<file path="src/rtl/rtc_pkg.sv">
// Shared definitions for the RTC bus responder: register map, bus FSM states
// and the BCD increment helpers used by the timekeeping counter.
package rtc_pkg;

  localparam logic [7:0] ADDR_CTRL  = 8'h02;
  localparam logic [7:0] ADDR_SEC   = 8'h21;
  localparam logic [7:0] ADDR_MIN   = 8'h22;
  localparam logic [7:0] ADDR_HOUR  = 8'h23;
  localparam logic [7:0] ADDR_DAY   = 8'h24;
  localparam logic [7:0] ADDR_MONTH = 8'h25;
  localparam logic [7:0] ADDR_YEAR  = 8'h26;
  localparam logic [7:0] ADDR_TSEC  = 8'h41;
  localparam logic [7:0] ADDR_TMIN  = 8'h42;
  localparam logic [7:0] ADDR_THOUR = 8'h43;

  localparam int CTRL_INIT_BIT = 2;

  localparam logic [7:0] DAY_RST   = 8'h01;
  localparam logic [7:0] MONTH_RST = 8'h01;

  typedef enum logic [2:0] {
    ST_IDLE  = 3'd0,
    ST_SEL   = 3'd1,
    ST_ADDR  = 3'd2,
    ST_WDATA = 3'd3,
    ST_RDATA = 3'd4
  } bus_state_e;

  // Out-of-range values (high nibble > 5, or hours past max) wrap to zero.
  function automatic logic bcd_wraps(input logic [7:0] v, input logic [7:0] max_v,
                                     input logic hour_mode);
    return (v == max_v) || (v[7:4] > 4'd5) || (hour_mode && (v > max_v));
  endfunction

  function automatic logic [7:0] bcd_next(input logic [7:0] v, input logic [7:0] max_v,
                                          input logic hour_mode);
    if (bcd_wraps(v, max_v, hour_mode))
      return 8'h00;
    else if (v[3:0] >= 4'd9)
      return {v[7:4] + 4'd1, 4'h0};
    else
      return {v[7:4], v[3:0] + 4'd1};
  endfunction

endpackage

</file>
<file path="src/rtl/rtc_bus_responder_time.sv">
// Seconds divider and BCD SEC/MIN/HOUR registers; bus writes override the
// incremented value of the written register while carries still propagate.
module bcd_time_counter
  import rtc_pkg::*;
#(
  parameter int TICK_DIV = 100000000
) (
  input  logic       clk,
  input  logic       rst_n,
  input  logic       init_i,
  input  logic       sec_we_i,
  input  logic       min_we_i,
  input  logic       hour_we_i,
  input  logic [7:0] wdata_i,
  output logic       tick_o,
  output logic [7:0] sec_o,
  output logic [7:0] min_o,
  output logic [7:0] hour_o
);

  localparam int DIV_W = (TICK_DIV > 1) ? $clog2(TICK_DIV) : 1;
  localparam logic [DIV_W-1:0] DIV_LAST = DIV_W'(TICK_DIV - 1);

  logic [DIV_W-1:0] div_q, div_d;
  logic [7:0]       sec_q, sec_d, min_q, min_d, hour_q, hour_d;
  logic             sec_carry, min_carry;

  always_comb begin
    tick_o    = !init_i && (div_q == DIV_LAST);
    div_d     = (init_i || tick_o) ? '0 : div_q + DIV_W'(1);
    sec_carry = bcd_wraps(sec_q, 8'h59, 1'b0);
    min_carry = bcd_wraps(min_q, 8'h59, 1'b0);
    sec_d     = sec_q;
    min_d     = min_q;
    hour_d    = hour_q;
    if (tick_o) begin
      sec_d = bcd_next(sec_q, 8'h59, 1'b0);
      if (sec_carry) begin
        min_d = bcd_next(min_q, 8'h59, 1'b0);
        if (min_carry) hour_d = bcd_next(hour_q, 8'h23, 1'b1);
      end
    end
    if (sec_we_i)  sec_d  = wdata_i;
    if (min_we_i)  min_d  = wdata_i;
    if (hour_we_i) hour_d = wdata_i;
  end

  always_ff @(posedge clk or negedge rst_n) begin
    if (!rst_n) begin
      div_q  <= '0;
      sec_q  <= 8'h00;
      min_q  <= 8'h00;
      hour_q <= 8'h00;
    end else begin
      div_q  <= div_d;
      sec_q  <= sec_d;
      min_q  <= min_d;
      hour_q <= hour_d;
    end
  end

  assign sec_o  = sec_q;
  assign min_o  = min_q;
  assign hour_o = hour_q;

endmodule

</file>
<file path="src/rtl/rtc_bus_responder.sv">
// Multiplexed-AD RTC bus responder: synchronised strobe decode, address latch,
// register file and read-back path.
//   state    | meaning
//   IDLE     | chip not selected
//   SEL      | selected, waiting for a strobe
//   ADDR     | address strobe low, latch on wr_n rise
//   WDATA    | data write strobe low, commit on wr_n rise
//   RDATA    | read strobe low, driving the bus
module rtc_bus_responder
  import rtc_pkg::*;
#(
  parameter int TICK_DIV    = 100000000,
  parameter int SYNC_STAGES = 2
) (
  input  logic       clk,
  input  logic       reset,
  input  logic       cs_n,
  input  logic       a_d,
  input  logic       rd_n,
  input  logic       wr_n,
  input  logic [7:0] ad_in,
  output logic [7:0] ad_out,
  output logic       ad_oe,
  output logic [7:0] addr_q,
  output logic       wr_pulse,
  output logic       tick,
  output logic       halted
);

  // Control vector order: {cs_n, a_d, rd_n, wr_n}
  localparam logic [3:0] CTL_IDLE = 4'b1011;

  logic [3:0] sync_q [SYNC_STAGES];
  logic [7:0] ad_pipe_q [SYNC_STAGES];
  logic [2:0] prev_q;
  logic       cs_s, ph_s, rd_s, wr_s;
  logic [7:0] ad_s;
  logic       cs_fall, cs_rise, rd_rise, wr_rise;

  bus_state_e state_q, state_d;
  logic       addr_commit, wr_commit, drive;
  logic       ad_oe_q, ad_oe_d;
  logic [7:0] ad_out_q, ad_out_d, rdata;

  logic [7:0] addr_lat_q, ctrl_q, day_q, month_q, year_q, tsec_q, tmin_q, thour_q;
  logic       ctrl_we, sec_we, min_we, hour_we, init_eff;
  logic [7:0] sec_v, min_v, hour_v;

  always_ff @(posedge clk or negedge reset) begin
    if (!reset) begin
      for (int i = 0; i < SYNC_STAGES; i++) begin
        sync_q[i]    <= CTL_IDLE;
        ad_pipe_q[i] <= 8'h00;
      end
      prev_q <= 3'b111;
    end else begin
      sync_q[0]    <= {cs_n, a_d, rd_n, wr_n};
      ad_pipe_q[0] <= ad_in;
      for (int i = 1; i < SYNC_STAGES; i++) begin
        sync_q[i]    <= sync_q[i-1];
        ad_pipe_q[i] <= ad_pipe_q[i-1];
      end
      prev_q <= {cs_s, rd_s, wr_s};
    end
  end

  assign {cs_s, ph_s, rd_s, wr_s} = sync_q[SYNC_STAGES-1];
  assign ad_s    = ad_pipe_q[SYNC_STAGES-1];
  assign cs_fall = prev_q[2] & ~cs_s;
  assign cs_rise = ~prev_q[2] & cs_s;
  assign rd_rise = ~prev_q[1] & rd_s;
  assign wr_rise = ~prev_q[0] & wr_s;

  always_ff @(posedge clk or negedge reset) begin
    if (!reset) state_q <= ST_IDLE;
    else        state_q <= state_d;
  end

  // Write is checked before read so the bus is never driven while wr_n is low.
  always_comb begin
    state_d = state_q;
    if (cs_rise) begin
      state_d = ST_IDLE;
    end else begin
      case (state_q)
        ST_IDLE:  if (cs_fall) state_d = ST_SEL;
        ST_SEL: begin
          if (!wr_s)             state_d = ph_s ? ST_WDATA : ST_ADDR;
          else if (!rd_s && ph_s) state_d = ST_RDATA;
        end
        ST_ADDR,
        ST_WDATA: if (wr_rise) state_d = ST_SEL;
        ST_RDATA: if (rd_rise) state_d = ST_SEL;
        default:  state_d = ST_IDLE;
      endcase
    end
  end

  always_comb begin
    addr_commit = (state_q == ST_ADDR)  && wr_rise && !cs_rise;
    wr_commit   = (state_q == ST_WDATA) && wr_rise && !cs_rise;
    drive       = (state_q == ST_RDATA) && !rd_rise && !cs_rise && wr_s;
    ad_oe_d     = drive;
    ad_out_d    = drive ? rdata : 8'h00;
  end

  always_comb begin
    ctrl_we  = wr_commit && (addr_lat_q == ADDR_CTRL);
    sec_we   = wr_commit && (addr_lat_q == ADDR_SEC);
    min_we   = wr_commit && (addr_lat_q == ADDR_MIN);
    hour_we  = wr_commit && (addr_lat_q == ADDR_HOUR);
    init_eff = ctrl_q[CTRL_INIT_BIT] | (ctrl_we & ad_s[CTRL_INIT_BIT]);
  end

  always_comb begin
    rdata = 8'h00;
    case (addr_lat_q)
      ADDR_CTRL:  rdata = ctrl_q;
      ADDR_SEC:   rdata = sec_v;
      ADDR_MIN:   rdata = min_v;
      ADDR_HOUR:  rdata = hour_v;
      ADDR_DAY:   rdata = day_q;
      ADDR_MONTH: rdata = month_q;
      ADDR_YEAR:  rdata = year_q;
      ADDR_TSEC:  rdata = tsec_q;
      ADDR_TMIN:  rdata = tmin_q;
      ADDR_THOUR: rdata = thour_q;
      default:    rdata = 8'h00;
    endcase
  end

  always_ff @(posedge clk or negedge reset) begin
    if (!reset) begin
      addr_lat_q <= 8'h00;
      ctrl_q     <= 8'h00;
      day_q      <= DAY_RST;
      month_q    <= MONTH_RST;
      year_q     <= 8'h00;
      tsec_q     <= 8'h00;
      tmin_q     <= 8'h00;
      thour_q    <= 8'h00;
      ad_oe_q    <= 1'b0;
      ad_out_q   <= 8'h00;
    end else begin
      ad_oe_q  <= ad_oe_d;
      ad_out_q <= ad_out_d;
      if (addr_commit) addr_lat_q <= ad_s;
      if (wr_commit) begin
        case (addr_lat_q)
          ADDR_CTRL:  ctrl_q  <= ad_s;
          ADDR_DAY:   day_q   <= ad_s;
          ADDR_MONTH: month_q <= ad_s;
          ADDR_YEAR:  year_q  <= ad_s;
          ADDR_TSEC:  tsec_q  <= ad_s;
          ADDR_TMIN:  tmin_q  <= ad_s;
          ADDR_THOUR: thour_q <= ad_s;
          default:    ;
        endcase
      end
    end
  end

  bcd_time_counter #(.TICK_DIV(TICK_DIV)) u_time (
    .clk       (clk),
    .rst_n     (reset),
    .init_i    (init_eff),
    .sec_we_i  (sec_we),
    .min_we_i  (min_we),
    .hour_we_i (hour_we),
    .wdata_i   (ad_s),
    .tick_o    (tick),
    .sec_o     (sec_v),
    .min_o     (min_v),
    .hour_o    (hour_v)
  );

  assign ad_out   = ad_out_q;
  assign ad_oe    = ad_oe_q;
  assign addr_q   = addr_lat_q;
  assign wr_pulse = wr_commit;
  assign halted   = ctrl_q[CTRL_INIT_BIT];

endmodule

</file>
<file path="config.mk">
export PLATFORM = sky130hd
export DESIGN_NAME = rtc_bus_responder
export DESIGN_NICKNAME = d
export VERILOG_FILES = /design/src/rtl/rtc_pkg.sv /design/src/rtl/rtc_bus_responder_time.sv /design/src/rtl/rtc_bus_responder.sv
export SDC_FILE = /design/constraint.sdc
export NUM_CORES = 1
export LEC_CHECK = 0
export CAP_MARGIN = 20
export CORE_ASPECT_RATIO = 0.75
export CORE_UTILIZATION = 55
export CTS_CLUSTER_SIZE = 8
export DETAILED_ROUTE_END_ITERATION = 16
export PLACE_DENSITY = 0.81
export SKIP_LAST_GASP = 1
export SLEW_MARGIN = 20
export SYNTH_ARGS = -nofsm -noshare
export SYNTH_HDL_FRONTEND = slang
export SYNTH_SLANG_ARGS = --single-unit
</file>
<file path="constraint.sdc">
create_clock -name clk -period 3 [get_ports clk]
set_clock_uncertainty 0.2 [all_clocks]
set_input_delay 0.6 -clock clk [delete_from_list [all_inputs] [get_ports clk]]
set_output_delay 0.6 -clock clk [all_outputs]
set_load 0.1 [all_outputs]
</file>
## Word-level counts from Yosys, hierarchy flattened

Index checks and enable logic that the tools add are counted.
W data, S select, Z words.

- Input port bits: 14
- Output and inout bits: 20
- Register bits: 154

- $lt $le $gt $ge: 7
- Multiplexer cells: 26
- Reductions and logical operators: 46
- Equal/unequal tests: 22
- Bitwise operators: 10
- $add $sub $neg: 7

Operators with widths:

| kind | count |
|---|---|
| $mux W8 | 16 |
| $pmux W8 S10 | 1 |
| $eq A8 B6 Y1 const B | 7 |
| $eq A8 B7 Y1 const B | 5 |
| $add A27 B1 Y27 const B | 1 |
| $eq A27 B27 Y1 const B | 1 |
| $mux W27 | 1 |
| $add A4 B1 Y4 const B | 6 |
| $mux W3 | 6 |
| $reduce_and A2 Y1 | 9 |
| $logic_and A1 B1 Y1 | 13 |
| $ge A4 B4 Y1 const B | 3 |
| $gt A4 B3 Y1 const B | 3 |
| $pmux W3 S4 | 1 |
| $reduce_bool A2 Y1 | 6 |
| $ne A3 B3 Y1 const B | 3 |
| $reduce_bool A3 Y1 | 3 |
| $eq A8 B2 Y1 const B | 1 |
| $gt A8 B6 Y1 const B | 1 |
| $reduce_and A4 Y1 | 2 |
| $eq A3 B2 Y1 const B | 2 |
| $reduce_and A3 Y1 | 2 |
| $and A1 B1 Y1 | 5 |
| $logic_or A1 B1 Y1 | 5 |
| other kinds (9) | 15 |

## Depth between registers and ports, before layout

- Depth after elaboration: 11
- Depth in mapped cells: 9

## By module

A second synthesis with hierarchy kept.

- Cells, all modules: 648
- Area total of the unflattened synthesis: 7603.5 um2

By module, submodules not included:

| module | area each (um2) | seq. area each (um2) | instances | cells each |
|---|---|---|---|---|
| rtc_bus_responder | 4526.8 | 2591.2 | 1 | 331 |
| bcd_time_counter | 3076.7 | 1276.2 | 1 | 317 |

## Worst setup path before layout

Ideal clock, no wire load.

- Kind: reg2reg
- Start point: reg addr_lat_q[2], in the netlist addr_q[2]
- End point: reg u_time.min_q[3], in the netlist u_time.min_o[3]
- Arrival: 3120 ps
- Stages on the path, launching flop included: 8
- Slack: -458 ps
- Library setup time: 138 ps
- Cell sequence: dfrtp_1 > clkbuf_1 > nor4b_4 > nand3_1 > o2111a_1 > nand2_1 > mux2i_1 > o211ai_1

- Word-level cells in the longest chain between the ends: 8
- Elaborated cells on any way between the ends: 12
- Those cells by class: eq/ne (2); mux (1); bitwise (2); reduce/logical (7)

Ends and longest elaborated chain:

| what | RTL line | text |
|---|---|---|
| from (decl) | rtc_bus_responder.sv:45 | `logic [7:0] addr_lat_q, ctrl_q, day_q, month_q, year_q, tsec_q, tmin_q, thour_q;` |
| from (signal assigned) | rtc_bus_responder.sv:147 | `if (addr_commit) addr_lat_q <= ad_s;` |
| $eq A8 B2 Y1 | rtc_bus_responder.sv:108 | `ctrl_we = wr_commit && (addr_lat_q == ADDR_CTRL);` |
| $logic_and A1 B1 Y1 | rtc_bus_responder.sv:108 |  |
| $and A1 B1 Y1 | rtc_bus_responder.sv:112 | `init_eff = ctrl_q[CTRL_INIT_BIT] \| (ctrl_we & ad_s[CTRL_INIT_BIT]);` |
| $or A1 B1 Y1 | rtc_bus_responder.sv:112 |  |
| $logic_not A1 Y1 | rtc_bus_responder_time.sv:29 | `tick_o = !init_i && (div_q == DIV_LAST);` |
| $logic_and A1 B1 Y1 | rtc_bus_responder_time.sv:29 |  |
| via tick | rtc_bus_responder.sv:26 | `output logic tick,` |
| $reduce_bool A2 Y1 (no line) | -- |  |
| $reduce_and A2 Y1 (no line) | -- |  |
| to (signal assigned) | rtc_bus_responder_time.sv:57 | `min_q <= min_d;` |
| to (decl) | rtc_bus_responder_time.sv:25 | `logic [7:0] sec_q, sec_d, min_q, min_d, hour_q, hour_d;` |

The timed path passes the listed nets, and every way through them passes these cells.
A chain may end at the register's enable or synchronous reset.

## Final worst setup path

- Start point: reg prev_q[2]
- End point: out tick

- Word-level cells in the longest chain between the ends: 9

Ends and longest elaborated chain:

| what | RTL line | text |
|---|---|---|
| from (decl) | rtc_bus_responder.sv:35 | `logic [2:0] prev_q;` |
| from (signal assigned) | rtc_bus_responder.sv:63 | `prev_q <= {cs_s, rd_s, wr_s};` |
| $not A1 Y1 | rtc_bus_responder.sv:70 | `assign cs_rise = ~prev_q[2] & cs_s;` |
| $and A1 B1 Y1 | rtc_bus_responder.sv:70 |  |
| $logic_not A1 Y1 | rtc_bus_responder.sv:101 | `wr_commit = (state_q == ST_WDATA) && wr_rise && !cs_rise;` |
| $logic_and A1 B1 Y1 | rtc_bus_responder.sv:101 |  |
| $logic_and A1 B1 Y1 | rtc_bus_responder.sv:108 |  |
| $and A1 B1 Y1 | rtc_bus_responder.sv:112 |  |
| $or A1 B1 Y1 | rtc_bus_responder.sv:112 |  |
| $logic_not A1 Y1 | rtc_bus_responder_time.sv:29 |  |
| $logic_and A1 B1 Y1 | rtc_bus_responder_time.sv:29 |  |
| to (decl) | rtc_bus_responder.sv:26 |  |

No other way between the ends.

==> impl_results.md <==
* Drt via density at 6.41
* Crit start category: register
* Synth area leader: dfrtp_1
* Post-Syn Instances at 665
* Post-synth EDFFs at 0
* Filler Cells Inserted at 907
* Synth area leaders: dfrtp_1 (48%), mux2_1 (8.3%), dfstp_2 (3.9%), ha_1 (3.4%), nor2_1 (3.0%)
* Logic pwr share at 24.0%
* First-pass GRT wire length at 30.0 mm
* Avg Synthesized Cell Area at roughly 11 um^2
* Rows at 36
* Total negative setup slack at -288 ps
* Top-area cell type share of the netlist area at between 40% and 50%
* I/O pins at 34
* Clock transition at path regs at 60 ps
* Chip width at 136 um
* NumNets Final at about 760
* Starting Density at 56.8%
* Top reg by flops: u_time.div_q
* Most common cell after layout, fill and taps aside: dfrtp_1
* Total CTS buffers at 17
* Number of flip-flops in the largest register at 27
* Via count at 5842
* Fmax achieved at 313 MHz
* Final hold violation count at 0
* Ant. Diodes at 0
* Gr ovfl total at 0
* Class of the worst hold path: register to register
* Hold slack at 148 ps
* Unrepaired setup endpoints after global routing: yes
* Drt initial violations at slightly above 600
* Initial antenna violation count at 0
* H-tree levels at 4
* Core Region at between 10000 and 15000 um^2
* Power, Total at 6460 uW
* Synth Warn # at 0
* Max cap viols at 0
* Largest net degree at the start of global routing at 64
* Share of power burned in registers at 39.7%
* Primary FF master, synth: dfrtp_1
* Tmin final at 3190 ps
* Crit share post-route at 106%
* Layout cell share with drive strength beyond 1 at between 10% and 20%
* Psw at 2200 uW
* Die Height at 103 um
* Max Root-Sink Buffers at 2
* Async S/R FF share, synth at 100%
* Least-Margin Pin Slew at 642 ps
* Clk_lat worst skew at 430 ps
* Status: finished, violations left
* WS Path Type: register to output port
* PwrDens at 729 nW/um^2
* Final WS setup at -190 ps
* Final instance area at ~8900 um^2
* Clk pwr share at 36.2%
* Layout area overhead at 19.0%
* IO buf count at 33
* Antenna Nets Post-Route at 0
* Mapped cell area at 7440 um^2
* CTS Root Cell: clkbuf_16
* Sequential area share after synthesis at between 50% and 60%
* Vias in the first global route at 5621
* TritonCTS clock tree: yes
* Drt total wl at between 15 and 20 mm
* Placer Congestion at 0.982
* Setup Viol. Count Final at 2
* Most frequent cells in the layout: dfrtp_1 (139), nor2_1 (58), mux2_1 (55), buf_4 (51), nand2_1 (39)
* First-pass DRT Iterations at 9
* Internal power at between 4000 and 5000 uW
* Arr. time, crit path at 2390 ps
* Failing checks: setup timing
* Leak at slightly below 0.004 uW
* Synth cell types at 71
* Die area at 14000 um^2
* Area after DPL at 8090 um^2
* VDD IR-drop max at 0.519 mV
* Post-Syn Nets at 699
* Clk sinks at 154
* Post-synthesis register bit count at roughly 150
* DP Wirelength at 12.9 mm
* Rel. slew slack at 57.2%
* Switching Share at 34.1%
* Drt drc at 0
* GRT Total Usage at between 20% and 30%
* Critical path endpoint category: output port
* Routed WL per cell at 21.0 um
* Worst EP required at 2200 ps
* Max-slew violation count at 0
* Crit-path max FO at 2
* Layout Utilization at 67.6%
cell usage after synthesis, types with 4 or more instances:
cell type	n
nand3_1	30
xnor2_1	9
clkbuf_1	22
o21ai_1	9
mux2_1	55
or3_1	9
o21ai_0	17
nand2_1	42
dfstp_2	11
a31oi_1	12
a32oi_1	7
a222oi_1	8
nor2b_1	8
a22oi_1	14
and4_1	4
nor3_1	11
and2_1	4
mux2_2	15
dfrtp_1	143
nor4_1	4
and3_1	8
o31ai_1	4
nand4_1	10
nor2_1	60
nand2b_1	4
a21oi_1	21
o21a_1	4
a221oi_1	4
inv_1	21
ha_1	20
xor2_1	12
worst max-delay path, stage by stage, from the launching register on:
cell	delay, ps
dfstp_2	520
inv_2	40
ha_4	150
or3b_4	370
or3_4	390
o2111a_2	300
buf_12	180
path summary, 6_finish.rpt:
| path | startpoint | end | slack [ps] | cells after the start |
|---|---|---|---|---|
| worst max-delay path | prev_q[2] | tick | -190 | 6 |
| worst min-delay path | ad_pipe_q[10] | ad_s[2] | 150 | 0 |
| worst max register to register | prev_q[2] | ad_out[2] | 40 | 10 |
| worst min register to register | ad_pipe_q[10] | ad_s[2] | 150 | 0 |
| max in group asynchronous | reset | ad_s[7] | 1280 | 3 |
| min in group asynchronous | reset | sync_q[6] | 520 | 2 |
area by class of cell:
| type | count | area, um^2 | area share (%) |
|---|---|---|---|
| clock buffers | 21 | 450 | 5.09 |
| inverters | 23 | 91.3 | 1.03 |
| multi-input cells | 463 | 3450 | 39.0 |
| clock inverters | 11 | 194 | 2.19 |
| well taps | 171 | 214 | 2.42 |
| flip-flops and latches | 154 | 3870 | 43.7 |
| repair buffers | 68 | 584 | 6.60 |
power groups by stage:
stage          combinational (uW)  sequential [uW]  clock (uW)
2_1_floorplan                 720             2860           0
3_3_place_gp                 1440             2570           0
3_5_place_dp                 1490             2590           0
4_1_cts                      1510             2560        2370
5_1_grt                      1640             2590        2460
6_report                     1550             2570        2340
per-stage QoR:
step	worst slack, ps	instances
2_1_floorplan	44.6	665
3_3_place_gp	150	871
3_5_place_dp	69.7	871
4_1_cts	-196	910
5_1_grt	-226	911
6_report	-190	911
layer usage:
metal  GRT usage, %  vias up  share of wire [%]
met3           7.87       58                9.7
li1               -     2568                  -
met2           43.3      318                 45
met5              0        -                  0
met4           14.3        0                3.0
met1           39.9     2898                 42
cell families after synthesis:
kind of cell / after synthesis / synth area share [%]
AO/OA/AOI/OAI: 130 / 12.4
XOR/XNOR: 21 / 2.47
adder cells (fa/ha/maj): 20 / 3.36
buffers and inverters: 48 / 2.46
flip-flops: 154 / 52.0
multiplexers: 73 / 11.0
AND/OR/NAND/NOR: 219 / 16.3
timing repair:
item	CTS	global route
gates resized for setup	7	10
endpoints found under the hold margin	43	0
pin swaps	4	5
buffers inserted	6	1
endpoints found under the setup margin	2	39
hold buffers	1	0
Note: power is estimated with default switching activity, not from simulation.
